**src/rtl/ysyx_24080014_pkg.sv**
```systemverilog
// Shared types and constants for the writeback unit: FSM state encoding, CSR indices, trap causes.
package ysyx_24080014_pkg;

  typedef enum logic [2:0] {
    ST_IDLE,
    ST_WB,
    ST_WAIT_LSU,
    ST_TRAP_MEPC,
    ST_TRAP_MCAUSE
  } wbu_state_e;

  localparam logic [11:0] CSR_MSTATUS = 12'h300;
  localparam logic [11:0] CSR_MTVEC   = 12'h305;
  localparam logic [11:0] CSR_MEPC    = 12'h341;
  localparam logic [11:0] CSR_MCAUSE  = 12'h342;

  localparam logic [31:0] MCAUSE_ECALL_M = 32'd11;

endpackage

```
**src/rtl/ysyx_24080014_wbu_timer.sv**
```systemverilog
// LSU wait counter: clear has priority over enable; expire flags the last waiting cycle.
module ysyx_24080014_wbu_timer #(
  parameter int unsigned TIMEOUT_CYCLES = 256
) (
  input  logic clk,
  input  logic rst_n,
  input  logic clear,
  input  logic enable,
  output logic expire
);

  localparam int unsigned CW = $clog2(TIMEOUT_CYCLES + 1);

  logic [CW-1:0] cnt_q;

  always_ff @(posedge clk or negedge rst_n) begin
    if (!rst_n) begin
      cnt_q <= '0;
    end else if (clear) begin
      cnt_q <= '0;
    end else if (enable && !expire) begin
      cnt_q <= cnt_q + 1'b1;
    end
  end

  assign expire = enable && (cnt_q == CW'(TIMEOUT_CYCLES - 1));

endmodule

```
**src/rtl/ysyx_24080014_wbu.sv**
```systemverilog
// Writeback unit: sole GPR/CSR writer, sequences ecall trap and mret redirect, pulses commit.
// Optional LSU wait timeout enabled by defining YSYX_24080014_LSU_TIMEOUT_EN.
module ysyx_24080014_wbu
  import ysyx_24080014_pkg::*;
#(
  parameter int unsigned XLEN           = 32,
  parameter int unsigned TIMEOUT_CYCLES = 256
) (
  input  logic            clk,
  input  logic            rst_n,
  input  logic            in_valid,
  output logic            in_ready,
  input  logic [XLEN-1:0] in_pc,
  input  logic [XLEN-1:0] in_next_pc,
  input  logic [4:0]      in_rd,
  input  logic            in_rd_wen,
  input  logic [XLEN-1:0] in_rd_data,
  input  logic            in_is_load,
  input  logic            in_is_ecall,
  input  logic            in_is_mret,
  input  logic            in_csr_wen,
  input  logic [11:0]     in_csr_addr,
  input  logic [XLEN-1:0] in_csr_wdata,
  input  logic            lsu_rvalid,
  input  logic [XLEN-1:0] lsu_rdata,
  input  logic [XLEN-1:0] mtvec_i,
  input  logic [XLEN-1:0] mepc_i,
  output logic            gpr_wen,
  output logic [4:0]      gpr_waddr,
  output logic [XLEN-1:0] gpr_wdata,
  output logic            csr_wen,
  output logic [11:0]     csr_waddr,
  output logic [XLEN-1:0] csr_wdata,
  output logic            redirect_valid,
  output logic [XLEN-1:0] redirect_pc,
  output logic            commit_valid,
  output logic [XLEN-1:0] commit_pc,
  output logic [XLEN-1:0] commit_next_pc,
  output logic            lsu_timeout
);

  typedef struct packed {
    logic [XLEN-1:0] pc;
    logic [XLEN-1:0] next_pc;
    logic [4:0]      rd;
    logic            rd_wen;
    logic [XLEN-1:0] rd_data;
    logic            is_mret;
    logic            csr_wen;
    logic [11:0]     csr_addr;
    logic [XLEN-1:0] csr_wdata;
  } pkt_t;

  wbu_state_e state_q, state_d, entry_state;
  pkt_t       pkt_q, pkt_d;
  logic       accept;
  logic       lsu_expire;
  logic       timeout_q, timeout_d;

  logic            gpr_wen_d, csr_wen_d, redirect_valid_d, commit_valid_d;
  logic [4:0]      gpr_waddr_d;
  logic [11:0]     csr_waddr_d;
  logic [XLEN-1:0] gpr_wdata_d, csr_wdata_d, redirect_pc_d, commit_pc_d, commit_next_pc_d;

  assign in_ready = (state_q == ST_IDLE) || ((state_q == ST_WB) && !pkt_q.is_mret);
  assign accept   = in_valid && in_ready;

  // Flag priority ecall > mret > load is resolved once, at accept time.
  always_comb begin
    if (in_is_ecall)      entry_state = ST_TRAP_MEPC;
    else if (in_is_mret)  entry_state = ST_WB;
    else if (in_is_load)  entry_state = ST_WAIT_LSU;
    else                  entry_state = ST_WB;
  end

`ifdef YSYX_24080014_LSU_TIMEOUT_EN
  ysyx_24080014_wbu_timer #(
    .TIMEOUT_CYCLES(TIMEOUT_CYCLES)
  ) u_timer (
    .clk   (clk),
    .rst_n (rst_n),
    .clear (accept && (entry_state == ST_WAIT_LSU)),
    .enable(state_q == ST_WAIT_LSU),
    .expire(lsu_expire)
  );
`else
  logic unused_timeout_cfg;
  assign unused_timeout_cfg = (TIMEOUT_CYCLES != 0);
  assign lsu_expire         = 1'b0;
`endif

  always_comb begin
    state_d   = state_q;
    pkt_d     = pkt_q;
    timeout_d = timeout_q;
    case (state_q)
      ST_IDLE:        state_d = ST_IDLE;
      ST_WB:          state_d = ST_IDLE;
      ST_WAIT_LSU: begin
        if (lsu_rvalid) begin
          pkt_d.rd_data = lsu_rdata;
          state_d       = ST_WB;
        end else if (lsu_expire) begin
          timeout_d = 1'b1;
          state_d   = ST_IDLE;
        end
      end
      ST_TRAP_MEPC:   state_d = ST_TRAP_MCAUSE;
      ST_TRAP_MCAUSE: state_d = ST_IDLE;
      default:        state_d = ST_IDLE;
    endcase
    if (accept) begin
      pkt_d.pc        = in_pc;
      pkt_d.next_pc   = in_next_pc;
      pkt_d.rd        = in_rd;
      pkt_d.rd_wen    = in_rd_wen;
      pkt_d.rd_data   = in_rd_data;
      pkt_d.is_mret   = in_is_mret && !in_is_ecall;
      pkt_d.csr_wen   = in_csr_wen;
      pkt_d.csr_addr  = in_csr_addr;
      pkt_d.csr_wdata = in_csr_wdata;
      state_d         = entry_state;
    end
  end

  // Outputs are computed for the state being entered and registered, so each pulse lines up with its state.
  always_comb begin
    gpr_wen_d        = 1'b0;
    gpr_waddr_d      = '0;
    gpr_wdata_d      = '0;
    csr_wen_d        = 1'b0;
    csr_waddr_d      = '0;
    csr_wdata_d      = '0;
    redirect_valid_d = 1'b0;
    redirect_pc_d    = '0;
    commit_valid_d   = 1'b0;
    commit_pc_d      = '0;
    commit_next_pc_d = '0;
    case (state_d)
      ST_WB: begin
        if (pkt_d.rd_wen && (pkt_d.rd != '0)) begin
          gpr_wen_d   = 1'b1;
          gpr_waddr_d = pkt_d.rd;
          gpr_wdata_d = pkt_d.rd_data;
        end
        if (pkt_d.csr_wen) begin
          csr_wen_d   = 1'b1;
          csr_waddr_d = pkt_d.csr_addr;
          csr_wdata_d = pkt_d.csr_wdata;
        end
        commit_valid_d   = 1'b1;
        commit_pc_d      = pkt_d.pc;
        commit_next_pc_d = pkt_d.is_mret ? mepc_i : pkt_d.next_pc;
        if (pkt_d.is_mret) begin
          redirect_valid_d = 1'b1;
          redirect_pc_d    = mepc_i;
        end
      end
      ST_TRAP_MEPC: begin
        csr_wen_d   = 1'b1;
        csr_waddr_d = CSR_MEPC;
        csr_wdata_d = pkt_d.pc;
      end
      ST_TRAP_MCAUSE: begin
        csr_wen_d        = 1'b1;
        csr_waddr_d      = CSR_MCAUSE;
        csr_wdata_d      = XLEN'(MCAUSE_ECALL_M);
        redirect_valid_d = 1'b1;
        redirect_pc_d    = mtvec_i;
        commit_valid_d   = 1'b1;
        commit_pc_d      = pkt_d.pc;
        commit_next_pc_d = mtvec_i;
      end
      default: ;
    endcase
  end

  always_ff @(posedge clk or negedge rst_n) begin
    if (!rst_n) begin
      state_q        <= ST_IDLE;
      pkt_q          <= '0;
      timeout_q      <= 1'b0;
      gpr_wen        <= 1'b0;
      gpr_waddr      <= '0;
      gpr_wdata      <= '0;
      csr_wen        <= 1'b0;
      csr_waddr      <= '0;
      csr_wdata      <= '0;
      redirect_valid <= 1'b0;
      redirect_pc    <= '0;
      commit_valid   <= 1'b0;
      commit_pc      <= '0;
      commit_next_pc <= '0;
    end else begin
      state_q        <= state_d;
      pkt_q          <= pkt_d;
      timeout_q      <= timeout_d;
      gpr_wen        <= gpr_wen_d;
      gpr_waddr      <= gpr_waddr_d;
      gpr_wdata      <= gpr_wdata_d;
      csr_wen        <= csr_wen_d;
      csr_waddr      <= csr_waddr_d;
      csr_wdata      <= csr_wdata_d;
      redirect_valid <= redirect_valid_d;
      redirect_pc    <= redirect_pc_d;
      commit_valid   <= commit_valid_d;
      commit_pc      <= commit_pc_d;
      commit_next_pc <= commit_next_pc_d;
    end
  end

  assign lsu_timeout = timeout_q;

endmodule

```
**config.mk**
```make
export PLATFORM = sky130hd
export DESIGN_NAME = ysyx_24080014_wbu
export DESIGN_NICKNAME = d
export VERILOG_FILES = /design/src/rtl/ysyx_24080014_pkg.sv /design/src/rtl/ysyx_24080014_wbu_timer.sv /design/src/rtl/ysyx_24080014_wbu.sv
export SDC_FILE = /design/constraint.sdc
export NUM_CORES = 1
export LEC_CHECK = 0
export ABC_AREA = 1
export BUFFER_PORTS_ARGS = -buffer_cell sky130_fd_sc_hd__buf_2
export CAP_MARGIN = 20
export CORE_ASPECT_RATIO = 0.75
export CORE_MARGIN = 2
export CORE_UTILIZATION = 45
export CTS_CLUSTER_SIZE = 28
export DETAILED_ROUTE_END_ITERATION = 8
export PLACE_DENSITY_LB_ADDON = 0.08
export SETUP_SLACK_MARGIN = 0.4
export SLEW_MARGIN = 20
export SYNTH_ARGS = -nofsm -noshare
export SYNTH_HDL_FRONTEND = slang
export SYNTH_SLANG_ARGS = --single-unit
```
**constraint.sdc**
```tcl
create_clock -name clk -period 1.8 [get_ports clk]
set_clock_uncertainty 0.15 [all_clocks]
set_input_delay 0.36 -clock clk [delete_from_list [all_inputs] [get_ports clk]]
set_output_delay 0.36 -clock clk [all_outputs]
set_load 0.02 [all_outputs]
```
* Word-level counts from Yosys, hierarchy flattened
Cells that the tools add are included.
Widths: inputs -> output; s select.
** Cells by class
- Multiply operators :: 0
- Equality and inequality tests :: 6
- Bitwise logic cells :: 0
- Multiplexer cells :: 29
- Shift operators :: 0
- $add $sub $neg :: 0
- Divide/modulo/power cells :: 0
- Magnitude comparators :: 0
- Reductions and logical operators :: 11
** Operators with widths (number)
- $mux 32 :: 8
- $mux 148 :: 1
- $pmux 32 s2 :: 2
- $pmux 32 s3 :: 1
- $pmux 12 s3 :: 1
- $mux 12 :: 1
- $mux 3 :: 4
- $mux 5 :: 2
- $eq 3x2->1 const B :: 3
- $eq 3x1->1 const B :: 2
- $pmux 3 s2 :: 1
- $mux 1 :: 5
- $reduce_bool 5->1 :: 1
- $logic_and 1x1->1 :: 4
- $pmux 1 s2 :: 2
- $reduce_or 2->1 :: 2
- $eq 3x3->1 const B :: 1
- $logic_not 3->1 :: 1
- $logic_not 1->1 :: 2
- $mux 2 :: 1
- $logic_or 1x1->1 :: 1
** Word-level totals
- Register bits after elaboration :: 332
- Bits in read-only memories :: 0
- Latch bits :: 0
- Memories :: 0
- Logic and storage cells :: 67
- RAM bits :: 0

* Depth between registers and ports, before layout
- Word-level depth :: 9
- Gate-level depth with buffers :: 11

* Worst setup path after synthesis
Ideal clock, no wire load.
- Path type :: register to register
- From :: register state_q[1]
- To :: register gpr_wdata[31]
- Required time :: 1.525 ns
- Setup time :: 0.125 ns
- Arrival time :: 1.461 ns
- Cell stages (with the launch flop) :: 8
- Setup slack :: 0.064 ns
- Path buffers :: 3
- Path through :: dfrtp_1 > nor2_4 > nand3_4 > buf_6 > buf_4 > clkbuf_1 > o21ai_0 > nor2_1
** On the way
- Longest elaborated chain between the ends :: 9
- Elaborated cells on any way between the ends :: 17
** RTL lines
- from (decl) :: RTL line ysyx_24080014_wbu.sv:54 : wbu_state_e state_q, state_d, entry_state;
- from (signal assigned) :: RTL line ysyx_24080014_wbu.sv:195 : state_q <= state_d;
- $eq 3x1->1 :: RTL line ysyx_24080014_wbu.sv:65 : assign in_ready = (state_q == ST_IDLE) || ((state_q == ST_WB) && !pkt_q.is_mret);
- $logic_and 1x1->1 :: RTL line ysyx_24080014_wbu.sv:65
- $logic_or 1x1->1 :: RTL line ysyx_24080014_wbu.sv:65
- $logic_and 1x1->1 :: RTL line ysyx_24080014_wbu.sv:66 : assign accept = in_valid && in_ready;
- $mux 148 :: RTL line ysyx_24080014_wbu.sv:112 : if (accept) begin
- $reduce_bool 5->1 :: RTL line ysyx_24080014_wbu.sv:141 : if (pkt_d.rd_wen && (pkt_d.rd != '0)) begin
- $logic_and 1x1->1 :: RTL line ysyx_24080014_wbu.sv:141
- $mux 32 :: RTL line ysyx_24080014_wbu.sv:141
- $mux 32 (*) :: RTL line ysyx_24080014_wbu.sv:139 : case (state_d)
- named net gpr_wdata_d[31] :: RTL line ysyx_24080014_wbu.sv:63 : logic [XLEN-1:0] gpr_wdata_d, csr_wdata_d, redirect_pc_d, commit_pc_d, commit_next_pc_d;
- to (signal assigned) :: RTL line ysyx_24080014_wbu.sv:200 : gpr_wdata <= gpr_wdata_d;
- to (decl) :: RTL line ysyx_24080014_wbu.sv:30 : output logic [XLEN-1:0] gpr_wdata,
The timed path passes the listed nets; every way through them passes the cells marked *.

==> flow_summary.yaml <==
power_and_ir_drop:
  p_per_area_nw_per_um2: 1670
  irDropWorstVdd_v: 0.00110
  p_leak_nw: 11.7
  power_w: 0.0366
finish:
  synthToLayoutAreaGrowth_pct: 71.3
  drive_gt1_frac: 0.440
  nNetsFinal: 2344
  layout_common_cells: "444 x nand2_1, 429 x buf_2, 332 x dfrtp_1"
  final_common_cell: "nand2_1"
  final_util: 0.783
global_routing:
  met3_usage: 0.0703
  first_global_vias: 12600
  track_usage: 0.299
  grt_use_met2: 0.492
  overflow: 0
  grt_max_degree: 51
  grt_busiest_layer: "met2"
  use_met1: 0.388
  grt_pass1_wl_um: 68700
  antenna_found_initial: 3
worst_setup_path:
  reg2reg_from: "state_q[2]$_DFF_PN0_"
  cpMostUsedCell: "nand2_1"
  cpLargestDelayFamily: "simple AND/OR/NAND/NOR gates"
  cp_num_buf_inv: 2
  cp_num_cells: 11
  slowest_stage: "dfrtp_1"
  reg2reg_to: "commit_next_pc[18]$_DFF_PN0_"
  endpoint: "commit_next_pc[18]$_DFF_PN0_"
  cp_cell_sequence: "nor2_4 > nand2_4 > nor2_4 > buf_6 > buf_16 > nand2_1 > nand2_1 > nand3_1 > nand2_1 > nand2_1 > nand2_1"
  crit_fanout: 16
  ff2ff_path_depth: 11
  slowest_delay_ns: 0.41
  start_kind: "flip-flop"
  end_kind: "flip-flop"
  crit_type: "reg -> reg"
  reg2reg_setup_slack_ns: -0.24
  cp.required_ns: 2.09
  worstPathArrival_ns: 2.33
  crit_start: "state_q[2]$_DFF_PN0_"
min_path:
  hold_path_class: "in -> reg"
  holdCritStartpoint: "in_rd[0]"
  worst_hold_path.num_cells: 3
synth:
  syn_nets: 1608
  yosysWarnings: 0
  syn_inst: 1358
  synth_top_area_frac: 0.649
  synth.distinct_cells: 25
  ys_seq_elements: 332
  yosys.area.top_type: "dfrtp_1"
  synth_area_um2: 12800
  synth_top_cells_by_area: "dfrtp_1 65%, nand2_1 15%, nand3_1 2.9%"
  ys_seq_area_frac: 0.649
  synth_area_per_cell_um2: 9.43
routing:
  drt_iter0_markers: 721
  drc: 0
  routed_wirelength_um: 48700
  ant_nets: 0
  routed_via_density: 5.04
  avgRoutedWirePerCell_um: 19.5
  vias: 12600
  firstDrtPassIters: 5
cts:
  clk_pin_slew_ns: 0.06
  cts_sinks: 332
  root_buffer: "clkbuf_16"
  cts_hold_buf: 193
  max-clock-path-buffers: 3
  clock_latency_ns: 0.50
  cts-htree-levels: 2
  cts_buffers: 35
  tritoncts: "yes"
floorplanning:
  row_count: 53
  die_area_um2: 29800
  io_pins: 433
  start_util: 0.457
  die-width_um: 199
  dieHeight_um: 150
  coreArea_um2: 28000
run:
  drv_cap: 0
sta:
  timing.final.ws_setup_ns: -0.236
  hold_viol_final: 0
  finalCritPeriodShare: 1.13
  max_freq_mhz: 491
  rsz0062_at_grt: "yes"
  tns_ns: -25.11
  maxSlewViolCount: 0
  setup_viol: 235
  min_period_ns: 2.04
run_status:
  violations: "negative setup slack"
  status: "finished, violations left"
place:
  portBuffers: 431
  routabilityCongestion: 0.810
  dp_hpwl_um: 26600
## per-stage QoR
stage | area [um2] | instances | setup WS [ns] | hold slack (ns)
2_1_floorplan | 13100 | 1358 | 0.0902 | -0.0856
3_3_place_gp | 16200 | 2185 | 0.00417 | 0.160
3_5_place_dp | 16200 | 2185 | -0.0453 | 0.160
4_1_cts | 20600 | 2473 | -0.0818 | -0.0367
5_1_grt | 21900 | 2503 | -0.300 | -0.0198
6_report | 21900 | 2503 | -0.236 | 0.00155
## cell families after synthesis
logic type,Yosys count,synth area share
other,1,0.000293
AO/OA/AOI/OAI,134,0.0530
AND/OR/NAND/NOR,722,0.237
buffers and inverters,169,0.0609
flip-flops,332,0.649
## Yosys cell counts
master and number:
nand2_1 526, dfrtp_1 332, inv_1 93, nand3_1 73, o21ai_1 71, o21ai_0 57
nor2_1 52, nor2_2 31, clkbuf_1 27, or2_2 24, buf_2 20, buf_4 16
buf_6 8, nand2_2 5, inv_2 4, nor2_4 4, a21boi_0 3, a21oi_1 3
nand2_4 2, nand4_1 2, clkinv_1 1, conb_1 1, nand3_2 1, nand3_4 1
nand4_2 1
## cell type report
type	count	area (um2)
Antenna cell	1	2.50
Tap cell	385	482
Fill cell	1727	6060
Clock buffer	49	1000
Timing Repair Buffer	770	6390
Inverter	98	378
Sequential cell	332	8310
Clock inverter	11	164
Multi-Input combinational cell	857	5200
## metal layers
metal | vias to the layer above | part of all wire
li1 | 5687 | -
met5 | - | 0.00064
met3 | 137 | 0.082
met2 | 659 | 0.50
met1 | 6119 | 0.39
met4 | 4 | 0.035
## report_power, final
part | total [W] | switching [W] | internal, W
sequential | 0.0113 | 0.000987 | 0.0104
combinational | 0.0179 | 0.0104 | 0.00748
clock | 0.00743 | 0.00297 | 0.00446
## timing repair
action                                  in CTS  in global routing
hold endpoints to repair                   331                  1
setup buffers                               20                 10
endpoints found under the setup margin     509                513
gates cloned                                15                 19
pin swaps                                   11                 51
gates resized for setup                    174                209
## worst register-to-register path, cell delays in order, from the launching register on
cell	delay, ns
dfrtp_1	0.41
nor2_4	0.21
nand2_4	0.09
nor2_4	0.17
buf_6	0.18
buf_16	0.17
nand2_1	0.08
nand2_1	0.11
nand3_1	0.15
nand2_1	0.13
nand2_1	0.06
nand2_1	0.07
## registers in the layout, indices dropped and copies added (netlist names)
signal,cells
gpr_wen,1
commit_next_pc,32
gpr_waddr,5
commit_valid,1
state_q,3
redirect_pc,32
redirect_valid,1
gpr_wdata,32
commit_pc,32
csr_waddr,12
csr_wen,1
pkt_q,148
csr_wdata,32
## worst min-delay path by stage
stage / end / slack [ns]
finish: gpr_waddr[0]$_DFF_PN0_ / 0.002
global route: gpr_waddr[0]$_DFF_PN0_ / -0.02
CTS: gpr_waddr[0]$_DFF_PN0_ / -0.04
detailed placement: pkt_q[123]$_DFF_PN0_ / 0.16
global placement: pkt_q[123]$_DFF_PN0_ / 0.16
floorplan: commit_next_pc[0]$_DFF_PN0_ / -0.09
Power figures use the tool's default switching activity.
